==> src/rtl/fetch_bus_subunit_if.sv <==
// fetch_bus_subunit_if: fetch-side request/response signals plus the
// instruction-bus read channel of the fetch bus sub-unit.
//   new_request  fetch issues a request this cycle
//   stage1_addr  request address in the new_request cycle
//   stage2_addr  request address registered by fetch, valid the next cycle
//   flush        abort the outstanding request
//   ready        sub-unit can accept new_request
//   data_valid   one-cycle pulse, data_out holds the instruction
//   data_out     fetched instruction
//   bus_req      bus read request, held until bus_ack (or timeout)
//   bus_addr     word-aligned bus read address
//   bus_ack      bus read complete, bus_rdata valid
//   bus_rdata    bus read data
// slave modport: the sub-unit view; master modport: the fetch/bus view.
interface fetch_bus_subunit_if;
    localparam int unsigned XLEN = 32;

    logic            new_request;
    logic [XLEN-1:0] stage1_addr;
    logic [XLEN-1:0] stage2_addr;
    logic            flush;
    logic            ready;
    logic            data_valid;
    logic [XLEN-1:0] data_out;
    logic            bus_req;
    logic [XLEN-1:0] bus_addr;
    logic            bus_ack;
    logic [XLEN-1:0] bus_rdata;

    modport slave (
        input  new_request, stage1_addr, stage2_addr, flush, bus_ack, bus_rdata,
        output ready, data_valid, data_out, bus_req, bus_addr
    );

    modport master (
        output new_request, stage1_addr, stage2_addr, flush, bus_ack, bus_rdata,
        input  ready, data_valid, data_out, bus_req, bus_addr
    );
endinterface

==> src/rtl/fetch_bus_subunit.sv <==
// fetch_bus_subunit: turns one fetch request into one instruction-bus read and
// returns the word as a single data_valid pulse. Flushes abort the request;
// a read already on the bus is drained silently before going idle.
// Ports:
//   clk   sole clock, rising edge
//   rst   asynchronous active-high reset
//   fbus  fetch_bus_subunit_if.slave (request, response and bus channels)
// Parameters:
//   TIMEOUT_CYCLES  cycles in BUS_WAIT/DRAIN before abandoning a read (2..1023)
//   TIMEOUT_INSTR   word returned on a timeout (NOP)
// Optional feature: define FETCH_BUS_SUBUNIT_TIMEOUT_EN to enable the read
// timeout; without it the unit waits indefinitely for bus_ack.
module fetch_bus_subunit #(
    parameter int unsigned TIMEOUT_CYCLES = 64,
    parameter logic [31:0] TIMEOUT_INSTR  = 32'h0000_0013
) (
    input  logic                      clk,
    input  logic                      rst,
    fetch_bus_subunit_if.slave        fbus
);
    localparam int unsigned XLEN = 32;

    if (TIMEOUT_CYCLES < 2 || TIMEOUT_CYCLES > 1023) begin : g_bad_timeout
        $error("fetch_bus_subunit: TIMEOUT_CYCLES must be in 2..1023");
    end

    typedef enum logic [1:0] {
        IDLE,
        BUS_WAIT,
        DRAIN
    } state_t;

    state_t            state;
    logic              ready_q;
    logic              data_valid_q;
    logic [XLEN-1:0]   data_out_q;
    logic              bus_req_q;
    logic [XLEN-1:0]   addr_q;
    logic              first_q;
    logic [XLEN-1:0]   s1_q;
    logic              timeout_hit;

    // stage2_addr only becomes valid in the first BUS_WAIT cycle, so that cycle
    // drives the bus straight from it; the aligned value is held afterwards.
    assign fbus.bus_addr   = first_q ? {fbus.stage2_addr[XLEN-1:2], 2'b00} : addr_q;
    assign fbus.ready      = ready_q;
    assign fbus.data_valid = data_valid_q;
    assign fbus.data_out   = data_out_q;
    assign fbus.bus_req    = bus_req_q;

`ifdef FETCH_BUS_SUBUNIT_TIMEOUT_EN
    localparam int unsigned CNT_W = 10;
    logic [CNT_W-1:0] cnt;

    // Held at zero in IDLE so it starts from zero on entry to BUS_WAIT.
    always_ff @(posedge clk or posedge rst) begin
        if (rst) begin
            cnt <= '0;
        end else if (state == IDLE) begin
            cnt <= '0;
        end else begin
            cnt <= cnt + CNT_W'(1);
        end
    end

    assign timeout_hit = (state != IDLE) && !fbus.bus_ack &&
                         (cnt == CNT_W'(TIMEOUT_CYCLES - 1));
`else
    assign timeout_hit = 1'b0;
`endif

    // Request state machine with registered outputs.
    always_ff @(posedge clk or posedge rst) begin
        if (rst) begin
            state        <= IDLE;
            ready_q      <= 1'b1;
            data_valid_q <= 1'b0;
            data_out_q   <= '0;
            bus_req_q    <= 1'b0;
            addr_q       <= '0;
            first_q      <= 1'b0;
            s1_q         <= '0;
        end else begin
            data_valid_q <= 1'b0;
            first_q      <= 1'b0;

            // Fetch must present the registered copy of the stage-1 address.
            if (first_q) begin
                assert (fbus.stage2_addr == s1_q);
            end

            case (state)
                IDLE: begin
                    // A request raised together with flush is dropped.
                    if (fbus.new_request && !fbus.flush) begin
                        state     <= BUS_WAIT;
                        ready_q   <= 1'b0;
                        bus_req_q <= 1'b1;
                        first_q   <= 1'b1;
                        s1_q      <= fbus.stage1_addr;
                    end
                end

                BUS_WAIT: begin
                    if (first_q) begin
                        addr_q <= {fbus.stage2_addr[XLEN-1:2], 2'b00};
                    end
                    if (fbus.bus_ack) begin
                        state        <= IDLE;
                        ready_q      <= 1'b1;
                        bus_req_q    <= 1'b0;
                        data_out_q   <= fbus.bus_rdata;
                        data_valid_q <= !fbus.flush;
                    end else if (timeout_hit) begin
                        state        <= IDLE;
                        ready_q      <= 1'b1;
                        bus_req_q    <= 1'b0;
                        data_out_q   <= TIMEOUT_INSTR;
                        data_valid_q <= !fbus.flush;
                    end else if (fbus.flush) begin
                        state <= DRAIN;
                    end
                end

                DRAIN: begin
                    // Flushed read: finish the bus transfer, return nothing.
                    if (fbus.bus_ack || timeout_hit) begin
                        state     <= IDLE;
                        ready_q   <= 1'b1;
                        bus_req_q <= 1'b0;
                    end
                end

                default: begin
                    state     <= IDLE;
                    ready_q   <= 1'b1;
                    bus_req_q <= 1'b0;
                end
            endcase
        end
    end
endmodule

==> src/flat_wrapper.sv <==
// flat-port wrapper written by rule: the top's interface ports become plain ports
module fetch_bus_subunit_flat 
#(
    parameter int unsigned TIMEOUT_CYCLES = 64,
    parameter logic [31:0] TIMEOUT_INSTR  = 32'h0000_0013
)
  (clk, rst, fbus_new_request, fbus_stage1_addr, fbus_stage2_addr, fbus_flush, fbus_bus_ack, fbus_bus_rdata, fbus_ready, fbus_data_valid, fbus_data_out, fbus_bus_req, fbus_bus_addr);
  fetch_bus_subunit_if fbus_i ();
  input  logic clk;
  input  logic rst;
  input wire logic [$bits(fbus_i.new_request)-1:0] fbus_new_request;
  input wire logic [$bits(fbus_i.stage1_addr)-1:0] fbus_stage1_addr;
  input wire logic [$bits(fbus_i.stage2_addr)-1:0] fbus_stage2_addr;
  input wire logic [$bits(fbus_i.flush)-1:0] fbus_flush;
  input wire logic [$bits(fbus_i.bus_ack)-1:0] fbus_bus_ack;
  input wire logic [$bits(fbus_i.bus_rdata)-1:0] fbus_bus_rdata;
  output wire logic [$bits(fbus_i.ready)-1:0] fbus_ready;
  output wire logic [$bits(fbus_i.data_valid)-1:0] fbus_data_valid;
  output wire logic [$bits(fbus_i.data_out)-1:0] fbus_data_out;
  output wire logic [$bits(fbus_i.bus_req)-1:0] fbus_bus_req;
  output wire logic [$bits(fbus_i.bus_addr)-1:0] fbus_bus_addr;
  assign fbus_i.new_request = fbus_new_request;
  assign fbus_i.stage1_addr = fbus_stage1_addr;
  assign fbus_i.stage2_addr = fbus_stage2_addr;
  assign fbus_i.flush = fbus_flush;
  assign fbus_i.bus_ack = fbus_bus_ack;
  assign fbus_i.bus_rdata = fbus_bus_rdata;
  assign fbus_ready = fbus_i.ready;
  assign fbus_data_valid = fbus_i.data_valid;
  assign fbus_data_out = fbus_i.data_out;
  assign fbus_bus_req = fbus_i.bus_req;
  assign fbus_bus_addr = fbus_i.bus_addr;
  fetch_bus_subunit #(.TIMEOUT_CYCLES(TIMEOUT_CYCLES), .TIMEOUT_INSTR(TIMEOUT_INSTR)) u_core (.clk(clk), .rst(rst), .fbus(fbus_i));
endmodule
==> config.mk <==
export PLATFORM = sky130hd
export DESIGN_NAME = fetch_bus_subunit_flat
export DESIGN_NICKNAME = d
export VERILOG_FILES = /design/src/rtl/fetch_bus_subunit_if.sv /design/src/rtl/fetch_bus_subunit.sv /design/src/flat_wrapper.sv
export SDC_FILE = /design/constraint.sdc
export NUM_CORES = 1
export LEC_CHECK = 0
export CAP_MARGIN = 20
export CORE_MARGIN = 2
export CORE_UTILIZATION = 35
export DETAILED_ROUTE_END_ITERATION = 7
export PLACE_DENSITY_LB_ADDON = 0.3
export SLEW_MARGIN = 40
export SYNTH_ARGS = -nofsm -noshare
export SYNTH_HDL_FRONTEND = slang
export SYNTH_SLANG_ARGS = --single-unit
==> constraint.sdc <==
create_clock -name clk -period 2.06 [get_ports clk]
set_input_delay 0.412 -clock clk [delete_from_list [all_inputs] [get_ports clk]]
set_output_delay 0.412 -clock clk [all_outputs]
set_load 0.05 [all_outputs]
==> run_results.csv <==
group,metric,value,unit
clock_tree,cts_inserted_buffers,9,
setup_path,cp.arrival,1.54,ns
clock_tree,cts_tree,"built",
synth,ys_dominant_reg_cell,"dfrtp_1",
setup_path,crit_slowest_cell,"dfrtp_1",
floorplanning,core-area,8590,sq um
detailed_routing,drtIter0Drc,18,
timing,max-slew-margin-rel,65.1,%
synth,yosysTopAreaCellShare,56.5,%
run,drv_cap,0,
synth,ys_warn_count,0,
detailed_routing,drtAntennaViolNets,0,
setup_path,cp_top_family,"buffers and inverters",
pwr,peakVddDrop,891,uV
pwr,power.switching,0.00399,W
floorplanning,rows,34,
timing,setup_viol,0,
layout,drive_gt1_share,26.7,%
timing,drv_slew,0,
synth,async_flop_share,100,%
floorplanning,die_area,9490,sq um
pwr,power_density,1830,nW/um^2
detailed_routing,wirelength,6810,microns
worst_hold_path,worstHoldPathType,"in2async",
grt,grt_first_pass_wirelength,11300,microns
synth,yosys-top-cells-count,"69 x dfrtp_1, 57 x mux2_1, 35 x mux2_2",
layout,nNetsFinal,447,
layout,n_fill_cell,717,
synth,syn_inst,202,
setup_path,cp.required,1.65,ns
pwr,p_leak,2.03,nW
timing,tns,0,ns
clock_tree,h-tree-depth,3,
grt,track_usage,15.0,%
setup_path,path_buf_inv,2,
synth,synth_edf_count,0,
timing,rsz0062_at_grt,"no",
place,gp_congestion,0.746,
floorplanning,die_h,97.4,microns
synth,ys_ff_latch,70,
detailed_routing,drt_pass1_iterations,4,
setup_path,cp-start-kind,"register",
timing,fin_skew,0.00651,ns
setup_path,critical-path-max-stage-delay,0.41,ns
status,status,"completed",
clock_tree,post_cts_buffers,0,
place,numPortBuffers,133,
synth,ys_seq_area_share,57.4,%
timing,min_period,1.96,ns
setup_path,crit_type,"reg2out",
floorplanning,fp.dieW,97.4,microns
detailed_routing,num_vias,2110,
layout,area_growth,55.0,%
pwr,p_int,0.00469,W
floorplanning,ios,168,
timing,worst_pin_slew,0.522,ns
place,dp_hpwl,4870,microns
timing,setup_ws,0.104,ns
detailed_routing,vias_per_cell,4.63,
detailed_routing,routedWlPerCell,14.9,microns
setup_path,worstSetupEndpointType,"primary output",
timing,fin_crit_sh,94.9,%
grt,grt_pass1_vias,2266,
grt,gr-total-overflow,0,
clock_tree,cts_hold_buf,0,
detailed_routing,drc,0,
pwr,power.switching_fraction,46.0,%
pwr,combPwrFrac,58.8,%
synth,yosysTopAreaCell,"dfrtp_1",
clock_tree,clkTransAtPathRegs,0.07,ns
clock_tree,cts_resized,0,
setup_path,r2r_slack,0.50,ns
layout,antennaDiodeCount,0,
synth,avgSynthCellArea,15.1,sq um
synth,ys_types,21,
pwr,clockPowerShare,13.9,%
synth,synthMostInstantiatedCell,"dfrtp_1",
synth,synth_area_leaders,"dfrtp_1 57%, mux2_1 21%, mux2_2 13%",
grt,grt_max_degree,33,
timing,hold_viol,0,
clock_tree,clk_latency,0.33,ns
clock_tree,cts_root_buffer,"clkbuf_8",
pwr,seqPwrFrac,27.3,%
synth,syn_area,3060,sq um
setup_path,cp_max_fo,32,
clock_tree,clockBufferDepth,2,
grt,antenna_found_initial,0,
timing,fmax,511,MHz
setup_path,crit_chain,"buf_12 -> mux2_2 -> buf_4",
place,dp_slack,0.273,ns
floorplanning,initial_core_util,35.6,%
synth,synth_fp_nets,306,
clock_tree,clock_sinks,70,
## power groups by stage
stage / Clock, W / Combinational [W] / Sequential [W]
3_3_place_gp: 0 / 0.00508 / 0.00235
6_report: 0.00120 / 0.00510 / 0.00237
4_1_cts: 0.00125 / 0.00516 / 0.00238
5_1_grt: 0.00131 / 0.00533 / 0.00246
3_5_place_dp: 0 / 0.00514 / 0.00240
2_1_floorplan: 0 / 0.00230 / 0.00354
## kinds of logic after synthesis
logic type	count (synthesis)	share of synthesized area [%]
adder cells (fa/ha/maj)	3	1.23
AND/OR/NAND/NOR	14	2.46
buffers and inverters	14	2.91
multiplexers	93	34.2
flip-flops	70	57.4
AO/OA/AOI/OAI	8	1.80
## flip-flops by register name, summed over array words and instances (netlist names)
register / cells
u_core.fbus.bus_req: 1
u_core.first_q: 1
u_core.fbus.data_out: 32
u_core.state: 2
u_core.fbus.ready: 1
u_core.fbus.data_valid: 1
u_core.addr_q: 32
## worst paths after layout
| path | start | to | cells after the start |
|---|---|---|---|
| max in group asynchronous | rst | u_core.fbus.ready$_DFFE_PP1P_ | 3 |
| min reg2reg | u_core.addr_q[1]$_DFFE_PP0P_ | u_core.addr_q[1]$_DFFE_PP0P_ | 1 |
| min in group clk | u_core.addr_q[1]$_DFFE_PP0P_ | u_core.addr_q[1]$_DFFE_PP0P_ | 1 |
| max | u_core.first_q$_DFF_PP0_ | fbus_bus_addr[31] | 3 |
| min | rst | u_core.addr_q[4]$_DFFE_PP0P_ | 2 |
| max reg2reg | u_core.state[1]$_DFFE_PP0P_ | u_core.fbus.data_out[5]$_DFFE_PP0P_ | 5 |
## worst reg2reg max path: cells and delay by family, from the launching register on
kind / cells / cell delay [ns]
buffers and inverters: 2 / 0.32
muxes: 1 / 0.38
adders and majority gates: 1 / 0.26
and+or+nand+nor: 1 / 0.09
DFF: 1 / 0.39
## stage by stage
stage / utilization [%] / cell area [sq um] / instances / total power [W] / hold slack (ns)
6_report: 55.1 / 4740 / 456 / 0.00867 / 0.458
5_1_grt: 55.1 / 4740 / 456 / 0.00910 / 0.484
3_3_place_gp: 52.6 / 4520 / 440 / 0.00743 / 0.461
4_1_cts: 55.1 / 4740 / 456 / 0.00879 / 0.462
2_1_floorplan: - / 3060 / 202 / 0.00584 / 0.445
3_5_place_dp: 52.6 / 4520 / 440 / 0.00754 / 0.464
## routing by layer
layer  routed length [microns]  track usage, %
met4                        95            5.13
met2                      3400            24.5
met1                      2830            18.3
met3                       487            5.61
met5                         0               0
## layout make-up
type                            count  area (sq um)  share of cell area, %
Sequential cell                    70          1750                   37.0
Timing Repair Buffer              140          1400                   29.6
Clock buffer                       12           145                   3.06
Multi-Input combinational cell    118          1210                   25.6
Inverter                            4          18.8                  0.396
Clock inverter                      4          70.1                   1.48
Tap cell                          108           135                   2.85
## layout by cell type (no fill, tap or decap), types with 3 or more instances in the layout
cell,instances
mux2_1,57
nor2b_1,4
dfrtp_1,69
mux2_2,35
ha_1,3
clkdlybuf4s50_1,100
buf_12,8
buf_4,32
inv_1,3
nor2_1,5
clkbuf_8,10
No activity file was read; power rests on OpenSTA's default activity.
